--- src/rtl/uart_pkg.sv ---
// Shared UART definitions for the board-to-board link, used by both the
// transmitter and the receiver.
package uart_pkg;

  typedef enum logic [1:0] {
    S_IDLE  = 2'd0,
    S_START = 2'd1,
    S_DATA  = 2'd2,
    S_STOP  = 2'd3
  } uart_state_e;

  localparam int DATA_BITS  = 8;
  localparam int FRAME_BITS = 10;

  function automatic int clks_per_bit(input int clk_hz, input int baud);
    return clk_hz / baud;
  endfunction

endpackage

--- src/rtl/uart_result_tx_if.sv ---
// Request/line bundle between the adder side and the UART result transmitter.
interface uart_result_tx_if;
  logic        start;
  logic [31:0] data;
  logic        tx;
  logic        busy;
  logic        done;

  modport master (output start, output data, input tx, input busy, input done);
  modport slave  (input start, input data, output tx, output busy, output done);
endinterface

--- src/rtl/uart_baud_tick.sv ---
// Bit-period counter: counts 0..CLKS_PER_BIT-1, emits a one-cycle tick on the
// last count and restarts from 0 whenever clr_i is asserted.
module uart_baud_tick #(
  parameter int CLKS_PER_BIT = 16
) (
  input  logic clk,
  input  logic rst_n,
  input  logic clr_i,
  output logic tick_o
);

  localparam int            CW   = (CLKS_PER_BIT > 1) ? $clog2(CLKS_PER_BIT) : 1;
  localparam logic [CW-1:0] LAST = CW'(CLKS_PER_BIT - 1);

  logic [CW-1:0] cnt_q;
  logic [CW-1:0] cnt_d;

  assign tick_o = (cnt_q == LAST);

  // Next count: wrap on tick, restart on clear.
  always_comb begin
    cnt_d = cnt_q;
    if (clr_i || tick_o) begin
      cnt_d = '0;
    end else begin
      cnt_d = cnt_q + CW'(1);
    end
  end

  // Count register.
  always_ff @(posedge clk or negedge rst_n) begin
    if (!rst_n) begin
      cnt_q <= '0;
    end else begin
      cnt_q <= cnt_d;
    end
  end

endmodule

--- src/rtl/uart_result_tx.sv ---
// Serialises the 32-bit adder result as NBYTES back-to-back 8N1 frames,
// least significant byte first, on a single glitch-free line.
module uart_result_tx
  import uart_pkg::*;
#(
  parameter int CLK_HZ = 50_000_000,
  parameter int BAUD   = 9600,
  parameter int NBYTES = 4
) (
  input  logic             clk,
  input  logic             rst_n,
  uart_result_tx_if.slave  txif
);

  localparam int         CLKS_PER_BIT = clks_per_bit(CLK_HZ, BAUD);
  localparam logic [1:0] LAST_BYTE    = 2'(NBYTES - 1);
  localparam logic [2:0] LAST_BIT     = 3'(DATA_BITS - 1);

  uart_state_e state_q, state_d;
  logic [31:0] shreg_q, shreg_d;
  logic [2:0]  bit_idx_q, bit_idx_d;
  logic [1:0]  byte_idx_q, byte_idx_d;
  logic        tx_q, tx_d;
  logic        busy_q, busy_d;
  logic        done_q, done_d;
  logic        tick_s;
  logic        clr_s;

  // Restarting the bit timer on every state change keeps byte timing from drifting.
  assign clr_s = (state_q == S_IDLE) || (state_d != state_q);

  uart_baud_tick #(.CLKS_PER_BIT(CLKS_PER_BIT)) u_baud (
    .clk    (clk),
    .rst_n  (rst_n),
    .clr_i  (clr_s),
    .tick_o (tick_s)
  );

  // Frame sequencing; tx_d is the value the line takes at the next edge.
  always_comb begin
    state_d    = state_q;
    shreg_d    = shreg_q;
    bit_idx_d  = bit_idx_q;
    byte_idx_d = byte_idx_q;
    tx_d       = tx_q;
    busy_d     = busy_q;
    done_d     = 1'b0;
    case (state_q)
      S_IDLE: begin
        tx_d = 1'b1;
        if (txif.start) begin
          state_d    = S_START;
          shreg_d    = txif.data;
          bit_idx_d  = 3'd0;
          byte_idx_d = 2'd0;
          tx_d       = 1'b0;
          busy_d     = 1'b1;
        end else begin
          busy_d = 1'b0;
        end
      end
      S_START: begin
        if (tick_s) begin
          state_d   = S_DATA;
          bit_idx_d = 3'd0;
          tx_d      = shreg_q[0];
        end else begin
          state_d = S_START;
        end
      end
      S_DATA: begin
        if (tick_s) begin
          shreg_d = shreg_q >> 1;
          if (bit_idx_q == LAST_BIT) begin
            state_d = S_STOP;
            tx_d    = 1'b1;
          end else begin
            bit_idx_d = bit_idx_q + 3'd1;
            tx_d      = shreg_q[1];
          end
        end else begin
          state_d = S_DATA;
        end
      end
      S_STOP: begin
        if (tick_s) begin
          if (byte_idx_q == LAST_BYTE) begin
            state_d = S_IDLE;
            tx_d    = 1'b1;
            busy_d  = 1'b0;
            done_d  = 1'b1;
          end else begin
            state_d    = S_START;
            byte_idx_d = byte_idx_q + 2'd1;
            tx_d       = 1'b0;
          end
        end else begin
          state_d = S_STOP;
        end
      end
      default: begin
        state_d = S_IDLE;
        tx_d    = 1'b1;
        busy_d  = 1'b0;
      end
    endcase
  end

  // State and datapath registers; the line resets to its idle-high level.
  always_ff @(posedge clk or negedge rst_n) begin
    if (!rst_n) begin
      state_q    <= S_IDLE;
      shreg_q    <= 32'd0;
      bit_idx_q  <= 3'd0;
      byte_idx_q <= 2'd0;
      tx_q       <= 1'b1;
      busy_q     <= 1'b0;
      done_q     <= 1'b0;
    end else begin
      state_q    <= state_d;
      shreg_q    <= shreg_d;
      bit_idx_q  <= bit_idx_d;
      byte_idx_q <= byte_idx_d;
      tx_q       <= tx_d;
      busy_q     <= busy_d;
      done_q     <= done_d;
    end
  end

  assign txif.tx   = tx_q;
  assign txif.busy = busy_q;
  assign txif.done = done_q;

endmodule

--- src/flat_wrapper.sv ---
// flat-port wrapper written by rule: the top's interface ports become plain ports
module uart_result_tx_flat import uart_pkg::*;
#(
  parameter int CLK_HZ = 50_000_000,
  parameter int BAUD   = 9600,
  parameter int NBYTES = 4
)
  (clk, rst_n, txif_start, txif_data, txif_tx, txif_busy, txif_done);
  uart_result_tx_if txif_i ();
  input  logic clk;
  input  logic rst_n;
  input wire logic [$bits(txif_i.start)-1:0] txif_start;
  input wire logic [$bits(txif_i.data)-1:0] txif_data;
  output wire logic [$bits(txif_i.tx)-1:0] txif_tx;
  output wire logic [$bits(txif_i.busy)-1:0] txif_busy;
  output wire logic [$bits(txif_i.done)-1:0] txif_done;
  assign txif_i.start = txif_start;
  assign txif_i.data = txif_data;
  assign txif_tx = txif_i.tx;
  assign txif_busy = txif_i.busy;
  assign txif_done = txif_i.done;
  uart_result_tx #(.CLK_HZ(CLK_HZ), .BAUD(BAUD), .NBYTES(NBYTES)) u_core (.clk(clk), .rst_n(rst_n), .txif(txif_i));
endmodule
--- config.mk ---
export PLATFORM = sky130hd
export DESIGN_NAME = uart_result_tx_flat
export DESIGN_NICKNAME = d
export VERILOG_FILES = /design/src/rtl/uart_pkg.sv /design/src/rtl/uart_result_tx_if.sv /design/src/rtl/uart_baud_tick.sv /design/src/rtl/uart_result_tx.sv /design/src/flat_wrapper.sv
export SDC_FILE = /design/constraint.sdc
export NUM_CORES = 1
export LEC_CHECK = 0
export CAP_MARGIN = 30
export CORE_MARGIN = 1
export CORE_UTILIZATION = 45
export DETAILED_ROUTE_END_ITERATION = 12
export MAX_ROUTING_LAYER = met4
export PLACE_DENSITY = 0.7
export SETUP_SLACK_MARGIN = 0.05
export SLEW_MARGIN = 30
export SYNTH_ARGS = -nofsm -noshare
export SYNTH_HDL_FRONTEND = slang
export SYNTH_SLANG_ARGS = --single-unit
export TNS_END_PERCENT = 1
--- constraint.sdc ---
create_clock -name clk -period 1.8 [get_ports clk]
set_input_delay 0.36 -clock clk [delete_from_list [all_inputs] [get_ports clk]]
set_output_delay 0.36 -clock clk [all_outputs]
set_load 0.03 [all_outputs]
==> results of run 1 <==
-- area by class of cell --
cell class	instances	area, µm²
Fill cell	523	2360
Timing Repair Buffer	76	782
Clock buffer	5	68.8
Multi-Input combinational cell	172	1610
Inverter	7	26.3
Clock inverter	3	27.5
Sequential cell	55	1380
Tap cell	77	96.3
-- per-layer routing --
metal | up-vias | track usage, % | part of all wire (%)
li1 | 1021 | - | -
met1 | 1037 | 23.5 | 48
met2 | 43 | 29.8 | 47
met3 | 12 | 3.38 | 2.9
met4 | 0 | 5.64 | 1.9
met5 | - | - | 0
-- worst paths after layout --
path | cells past startpoint | from | to
worst max-delay path | 7 | u_core.u_baud.cnt_q[0] | u_core.shreg_q[0]
worst min-delay path | 1 | rst_n | u_core.txif.busy
worst max register to register | 7 | u_core.u_baud.cnt_q[0] | u_core.shreg_q[0]
worst min register to register | 1 | u_core.shreg_q[26] | u_core.shreg_q[26]
max in group asynchronous | 2 | rst_n | u_core.shreg_q[8]
min in group clk | 1 | u_core.shreg_q[26] | u_core.shreg_q[26]
-- per-stage QoR --
step	worst slack (ns)	total power, µW	std cells	TNS (ns)	hold WS (ns)
finish	-0.158	2230	395	-5.26	0.00257
global route	-0.227	2310	395	-8.56	0.0301
floorplan	-0.131	1370	248	-4.19	0.0644
global placement	-0.0943	1480	380	-4.04	0.368
CTS	-0.127	2230	388	-4.95	0.0181
detailed placement	-0.115	1490	380	-4.10	0.367
-- worst register-to-register path: stages, from the launching register on --
cell and delay (ns):
dfrtp_1 0.37, ha_2 0.19, and4b_1 0.23, nand3_2 0.13
a211oi_4 0.26, buf_6 0.17, clkbuf_16 0.18, mux2_4 0.31
-- state kept, by name, indices dropped and copies added (netlist names) --
register             flops
u_core.shreg_q          32
u_core.byte_idx_q        2
u_core.bit_idx_q         3
u_core.u_baud.cnt_q     13
u_core.txif.busy         1
u_core.txif.tx           1
u_core.txif.done         1
u_core.state_q           2
-- kinds of logic (layout without fill, tap and decap cells) --
logic type               count (synthesis)  count (layout)  share of synthesized area, %
multiplexers                            67              67                          25.4
AND/OR/NAND/NOR                         64              64                          12.1
flip-flops                              55              55                          46.5
AO/OA/AOI/OAI                           21              21                          5.45
buffers and inverters                   21              91                          3.63
XOR/XNOR                                12              12                          3.55
adder cells (fa/ha/maj)                  8               8                          3.38
-- power by group through the flow --
stage	registers (µW)	logic [µW]	clock network, µW
after floorplan	1310	63.5	0
after global placement	1310	172	0
after detailed placement	1310	177	0
after CTS	1290	178	763
after global routing	1300	210	807
final	1290	192	745
-- repair_timing --
item	CTS	global route
gates cloned	0	5
setup buffers	0	2
endpoints found under the setup margin	49	52
gates resized for setup	1	37
pin swaps	0	5
-- cells in the final DEF (no fill, tap or decap), drive strengths merged, types with 8 or more instances in the layout --
| cell | count |
|---|---|
| nand2 | 12 |
| ha | 8 |
| nor2 | 18 |
| clkbuf | 8 |
| buf | 37 |
| o21ai | 8 |
| mux2 | 64 |
| clkdlybuf4s50 | 34 |
| xor2 | 11 |
| inv | 9 |
| dfrtp | 54 |
==> impl_metrics.ini, run 1 <==
[floorplan]
start_util_pct = 46.6
die-area_um2 = 6910
die_w_um = 83.1
num_rows = 29
core_area_um2 = 6350
num_io_pins = 38
die_h_um = 83.1

[clocking]
numCtsBuffers = 5
cts_max_level = 2
clock_path_buffers = 2
cts_tree = done
clock-sinks = 55
cts_root_buf = clkbuf_8
cts_hold_buf = 0
path_clk_slew_ns = 0.11
worstSkewPairLatency_ns = 0.31

[synthesis]
yosysUniqueCellTypes = 43
synth_cells = 248
ys_async_sr_fraction_pct = 100
yosys.area.top_type = dfrtp_1
yosysWarnings = 0
netlist.area_leader.share_pct = 45.6
ys.flop_type = dfrtp_1
syn-cell-area_um2 = 2960
yosysMostFrequentCell = mux2_2
synthesis.nets = 291
synth_edf_count = 0
synth_top_cells_by_area = dfrtp_1 46%, mux2_2 24%, ha_1 3.4%
yosysSeqAreaShare_pct = 46.5
synth_common_cells = 63 x mux2_2, 54 x dfrtp_1, 18 x nor2_1, 12 x nand2_1, 11 x xor2_1
synth.avg_cell_area_um2 = 11.9
ys_seq_elements = 55

[sta]
fmax_ghz = 0.511
period_share_pct = 109
fin_worst_skew_ns = 0.00476
rsz0062_at_grt = yes
layout_setup_ws_ns = -0.158
maxSlewHeadroom_pct = 65.1
min_period_ns = 1.96
slew_viol_final = 0
finalHoldViolCount = 0
finalSetupViolCount = 47
worst_slew_pin_slew_ns = 0.524

[setup_path]
end_kind = register
reg2reg_slack_ns = -0.16
start_kind = register
worstPathRequired_ns = 2.01
path_cells = ha_2, and4b_1, nand3_2, a211oi_4, buf_6, clkbuf_16, mux2_4
arrival_ns = 2.17
cp_num_buf_inv = 2
cpPeakStageDelay_ns = 0.37
crit_family = flip-flops
worstSetupPathType = reg -> reg
slowest_stage = dfrtp_1
critical_path_peak_fanout = 8

[cells_and_area]
area_delta_synth_final_pct = 34.8
fin_area_um2 = 3990
drive_gt1_share_pct = 39.0
final_util_pct = 62.8
num_antenna_cells = 0
nets = 360

[global_routing]
track_usage_pct = 18.4
overflow = 0
grt_pass1_wl_um = 9920
grt_pass1_vias = 2143
grt_max_degree = 36
antenna_found_initial = 0

[min_path]
min_path_type = in -> async

[place]
hpwl_um = 3980
gp_congestion = 0.825
numPortBuffers = 37
dpl-instance-area_um2 = 3650

[power_and_ir_drop]
p_sw_uw = 531
peakVddDrop_v = 0.000348
power_density_nw_per_um2 = 558
p_comb_share_pct = 8.6
p_leak_uw = 0.00175
switching_share_pct = 23.8
intPower_uw = 1700
p_clk_share_pct = 33.4
pwr-share-seq_pct = 58.0

[route]
ant_nets = 0
drc = 0
avgRoutedWirePerCell_um = 16.3
vias = 2113
viasPerCell = 5.35
drt_wl_total_um = 6450
drt-pass1-iter-count = 4
initialDrtViolationCount = 74

[outcome]
outcome = finished, violations left
violations = negative setup slack

[job]
cap_viol_max_count = 0
No activity file was read; power rests on OpenSTA's default activity.
==> inputs of run 2 (changes only) <==
--- a/config.mk
+++ b/config.mk
@@ -9,6 +9,7 @@
 export CORE_MARGIN = 1
 export CORE_UTILIZATION = 45
 export DETAILED_ROUTE_END_ITERATION = 12
+export GPL_TIMING_DRIVEN = 0
 export MAX_ROUTING_LAYER = met4
 export PLACE_DENSITY = 0.7
 export SETUP_SLACK_MARGIN = 0.05
==> impl_metrics.ini, run 2 (same netlist as run 1, synthesis figures left out) <==
[route]
initialDrtViolationCount = 82
viasPerCell = 5.38
drc = 0
ant_nets = 0
drt-pass1-iter-count = 4
drt_wl_total_um = 6710
vias = 2145
avgRoutedWirePerCell_um = 16.8

[sta]
maxSlewHeadroom_pct = 74.5
finalSetupViolCount = 48
fin_hold_ws_ns = 0.470
slew_viol_final = 0
layout_setup_ws_ns = -0.231
finalHoldViolCount = 0
fin_worst_skew_ns = 0.00971
period_share_pct = 113
fmax_ghz = 0.492
worst_slew_pin_slew_ns = 0.379
min_period_ns = 2.03
rsz0062_at_grt = yes

[global_routing]
track_usage_pct = 18.8
grt_pass1_wl_um = 10200
antenna_found_initial = 0
grt_max_degree = 34
grt_pass1_vias = 2089
overflow = 0

[place]
numPortBuffers = 37
dpl-instance-area_um2 = 3460
gp_congestion = 0.827
hpwl_um = 3780

[power_and_ir_drop]
p_leak_uw = 0.00178
p_comb_share_pct = 8.4
intPower_uw = 1830
pwr-share-seq_pct = 55.0
power_density_nw_per_um2 = 573
power_uw = 2350
p_sw_uw = 517
switching_share_pct = 22.0
peakVddDrop_v = 0.000421
p_clk_share_pct = 36.6

[floorplan]
die_h_um = 83.1
num_rows = 29
start_util_pct = 46.6
core_area_um2 = 6350
die_w_um = 83.1
die-area_um2 = 6910
num_io_pins = 38

[clocking]
worstSkewPairLatency_ns = 0.32
cts_root_buf = clkbuf_8
clock-sinks = 55
path_clk_slew_ns = 0.10
clock_path_buffers = 2
cts_tree = done
cts_max_level = 2
numCtsBuffers = 5

[setup_path]
end_kind = register
path_cells = buf_6, inv_6, ha_4, buf_2, buf_4, a21oi_2, nor3_1, o311ai_2, buf_4, buf_6, nor2_2
startpoint = u_core.state_q[0]
start_kind = register
slowest_stage = dfrtp_2
timing.rr.end = u_core.u_baud.cnt_q[11]
reg2reg_from = u_core.state_q[0]
worstPathRequired_ns = 2.05
critical_path_peak_fanout = 5
reg2reg_slack_ns = -0.23
worstSetupPathType = reg -> reg
arrival_ns = 2.28
cpPeakStageDelay_ns = 0.46
r2r_cells = 11

[job]
cap_viol_max_count = 0

[cells_and_area]
drive_gt1_share_pct = 43.8
final_common_cell = dfrtp_1
regMostFlops = u_core.shreg_q
largest_reg_flops = 32
fin_area_um2 = 4100
layout_top_registers = u_core.shreg_q (32), u_core.u_baud.cnt_q (13), u_core.bit_idx_q (3)
num_antenna_cells = 0
final_util_pct = 64.5
final_cell_mix = 52 x dfrtp_1, 36 x mux2_2, 35 x clkdlybuf4s50_1, 28 x mux2_4, 22 x buf_4
fillers = 476
area_delta_synth_final_pct = 38.4
nets = 364

[outcome]
violations = negative setup slack
outcome = finished, violations left

[min_path]
min_path_type = in -> async
-- run 2: changes by cell type in the layout (fill, tap and decap cells not counted), moves of 3 or more --
cell	change
nor2_2	+6
buf_12	-4
mux2_2	-3
buf_6	+8
clkbuf_2	+3
nor2_1	-7
mux2_4	+4
buf_4	-7
-- run 2: worst max path at each step --
stage,to,cells after the start
2_1_floorplan,u_core.shreg_q[20],7
3_3_place_gp,u_core.shreg_q[23],1
3_5_place_dp,u_core.u_baud.cnt_q[7],7
4_1_cts,u_core.shreg_q[25],8
5_1_grt,u_core.u_baud.cnt_q[7],11
6_report,u_core.u_baud.cnt_q[11],11
-- run 2: power by group through the flow --
stage          sequential [µW]  clock [µW]  combinational, µW
6_report                  1290         859                197
5_1_grt                   1300         922                215
4_1_cts                   1290         874                191
3_5_place_dp              1310           0                174
3_3_place_gp              1310           0                167
2_1_floorplan             1310           0               63.5
-- run 2: area by class of cell --
type	count	area (µm²)	share of cell area, %
inverters	7	31.3	0.764
plain buffers	12	113	2.75
well taps	77	96.3	2.35
repair buffers	68	668	16.3
flip-flops and latches	55	1380	33.7
clock buffers	5	68.8	1.68
clock inverters	3	46.3	1.13
multi-input cells	172	1690	41.3
-- run 2: critical path, delay by kind of cell, from the launching register on --
family / cells / cell delay (ns)
fa+ha+maj: 1 / 0.16
buf+inv: 6 / 0.83
simple gates: 2 / 0.35
compound gates: 2 / 0.18
flops: 1 / 0.46
-- run 2: metal layers --
metal | vias to the layer above | global-route usage, % | share of wire, %
met3 | 15 | 3.68 | 3.0
met1 | 1054 | 25.1 | 46
met2 | 47 | 29.4 | 49
met4 | 0 | 5.33 | 1.9
met5 | - | - | 0
li1 | 1029 | - | -
-- run 2: repair_timing --
item / CTS / global route
hold buffers: 1 / 0
buffers inserted: 8 / 16
cloned: 2 / 3
setup endpoints to repair: 52 / 52
pin swaps: 6 / 9
endpoints found under the hold margin: 21 / 0
gates resized for setup: 42 / 38
-- run 2: metrics by stage --
stage | instances | setup WS, ns | TNS [ns]
after floorplan | 248 | -0.131 | -4.19
after global placement | 362 | -1.42 | -92.70
after detailed placement | 363 | -0.449 | -15.91
after CTS | 381 | -0.218 | -7.05
after global routing | 399 | -0.310 | -10.81
final | 399 | -0.231 | -7.80
==> inputs of run 3 (changes only) <==
--- a/config.mk
+++ b/config.mk
@@ -16,5 +16,6 @@
 export SLEW_MARGIN = 30
 export SYNTH_ARGS = -nofsm -noshare
 export SYNTH_HDL_FRONTEND = slang
+export SYNTH_HIERARCHICAL = 1
 export SYNTH_SLANG_ARGS = --single-unit
 export TNS_END_PERCENT = 1
==> impl_metrics.ini, run 3 <==
[clocking]
cts_max_level = 2
clock_path_buffers = 2
worstSkewPairLatency_ns = 0.30
path_clk_slew_ns = 0.10
numCtsBuffers = 5
cts_root_buf = clkbuf_8
cts_tree = done
clock-sinks = 55

[sta]
worst_slew_pin_slew_ns = 0.413
min_period_ns = 1.98
finalSetupViolCount = 41
layout_setup_ws_ns = -0.180
finalHoldViolCount = 0
fin_worst_skew_ns = 0.00927
slew_viol_final = 0
maxSlewHeadroom_pct = 72.5
rsz0062_at_grt = yes
period_share_pct = 110
fmax_ghz = 0.505
setup_tns_ns = -5.68

[synthesis]
synth_cells = 226
syn-cell-area_um2 = 2860
synth_top_cells_by_area = dfrtp_1 47%, mux2_2 23%, buf_6 2.4%
synth_common_cells = 59 x mux2_2, 54 x dfrtp_1, 9 x nor2_1, 9 x o21ai_0, 7 x a21oi_1
ys_seq_elements = 55
yosysUniqueCellTypes = 44
synth.avg_cell_area_um2 = 12.6
netlist.area_leader.share_pct = 47.3
ys.flop_type = dfrtp_1
ys_async_sr_fraction_pct = 100
yosys.area.top_type = dfrtp_1
yosysSeqAreaShare_pct = 48.2
yosysMostFrequentCell = mux2_2
yosysWarnings = 6
synthesis.nets = 265
synth_edf_count = 0

[route]
viasPerCell = 5.43
vias = 1933
drt-pass1-iter-count = 4
drc = 0
initialDrtViolationCount = 83
ant_nets = 0
avgRoutedWirePerCell_um = 15.1
drt_wl_total_um = 5390

[floorplan]
start_util_pct = 47.4
num_io_pins = 38
die-area_um2 = 6670
core_area_um2 = 6030
die_h_um = 81.7
die_w_um = 81.7
num_rows = 28

[power_and_ir_drop]
peakVddDrop_v = 0.000382
power_density_nw_per_um2 = 748
p_leak_uw = 0.00156

[cells_and_area]
regMostFlops = u_core/shreg_q
nets = 319
final_common_cell = dfrtp_1
final_cell_mix = 51 x dfrtp_1, 37 x mux2_2, 34 x clkdlybuf4s50_1, 25 x mux2_4, 9 x buf_6
drive_gt1_share_pct = 39.5
largest_reg_flops = 32
fin_area_um2 = 3670
area_delta_synth_final_pct = 28.6
layout_top_registers = u_core/shreg_q (32), u_core/u_baud/cnt_q (13), u_core/bit_idx_q (3)
layoutNonFillerInstCount = 356
num_antenna_cells = 0

[setup_path]
worstPathRequired_ns = 1.99
path_cells = nor4b_4, and4_4, mux2i_2, nor2_2, buf_6, buf_8, mux2_2
cpPeakStageDelay_ns = 0.44
start_kind = register
slowest_stage = dfrtp_2
worstSetupPathType = reg -> reg
reg2reg_slack_ns = -0.18
arrival_ns = 2.17
end_kind = register
critical_path_peak_fanout = 10

[outcome]
outcome = finished, violations left
violations = negative setup slack

[global_routing]
grt_pass1_wl_um = 8870
track_usage_pct = 17.9
antenna_found_initial = 0
overflow = 0
grt_max_degree = 37
grt_pass1_vias = 1969

[job]
cap_viol_max_count = 0

[min_path]
min_path_type = in -> async

[place]
numPortBuffers = 37
hpwl_um = 3520
placed_cells = 339
dpl-instance-area_um2 = 3380
gp_congestion = 0.825
==> run 3: changes by cell type after synthesis, moves of 4 or more <==
cell     previous run  this run
a21oi_1             1         7
ha_1                8         4
buf_2               4         0
nor2_1             18         9
nand2_1            12         5
mux2_2             63        59
xor2_1             11         2
o31ai_1             0         4
==> run 3: final cells by class <==
class	instances	area, µm²
fill	484	2350
buffer	12	129
inverter	4	15.0
tap	75	93.8
sequential	55	1380
multi-input combinational	154	1490
clock buffer	6	72.6
timing repair buffer	48	474
clock inverter	2	12.5
==> run 3: worst paths after layout <==
check                                  startpoint                      to  cells after the start
setup / recovery           u_core/u_baud/cnt_q[8]      u_core/shreg_q[24]                      7
hold / removal                              rst_n  u_core/u_baud/cnt_q[5]                      2
setup reg to reg           u_core/u_baud/cnt_q[8]      u_core/shreg_q[24]                      7
hold reg to reg                u_core/shreg_q[19]      u_core/shreg_q[19]                      1
max in group asynchronous                   rst_n  u_core/u_baud/cnt_q[9]                      3
min in group clk               u_core/shreg_q[19]      u_core/shreg_q[19]                      1
==> run 3: per-layer routing <==
metal / up-vias / share of wire [%] / routed length [µm] / GRT usage [%]
li1: 933 / - / - / -
met1: 957 / 51 / 2730 / 23.0
met2: 38 / 45 / 2410 / 29.7
met3: 5 / 3.8 / 205 / 3.44
met4: 0 / 0.82 / 44 / 3.68
met5: - / 0 / 0 / -
==> run 3: power by group <==
group	switching [µW]	internal, µW
logic	207	324
registers	150	1400
clock network	389	273
total	746	2000
==> run 3: what timing repair did <==
action,CTS,global route
setup endpoints to repair,52,50
hold endpoints to repair,18,0
resized for setup,27,11
setup buffers,8,0
pin swaps,4,0
hold buffers,1,0
cloned,1,0
==> run 3: cells by family (layout without fill, tap and decap cells) <==
group	Yosys count	after routing	synth area share, %
mux	67	67	26.7
flops	55	55	48.2
simple gates	46	46	10.2
compound gates	32	32	7.36
buf+inv	17	72	4.21
xor+xnor	5	5	1.53
fa+ha+maj	4	4	1.75
==> run 3: metrics by stage <==
stage               hold WS, ns  utilization [%]  setup slack [ns]  power, µW
detailed placement        0.263             56.1            -0.318       2040
finish                    0.468             60.9            -0.180       2750
floorplan                0.0644                -           -0.0569       1840
global route              0.506             60.9            -0.264       2920
global placement          0.480             55.8             -1.33       2020
CTS                       0.471             60.2            -0.150       2760
==> run 3: worst max-delay path: cells and delay by family, from the launching register on <==
kind                   cells  cell delay [ns]
flip-flops                 1             0.44
multiplexers               2             0.41
AND/OR/NAND/NOR            3             0.72
buffers and inverters      2             0.29
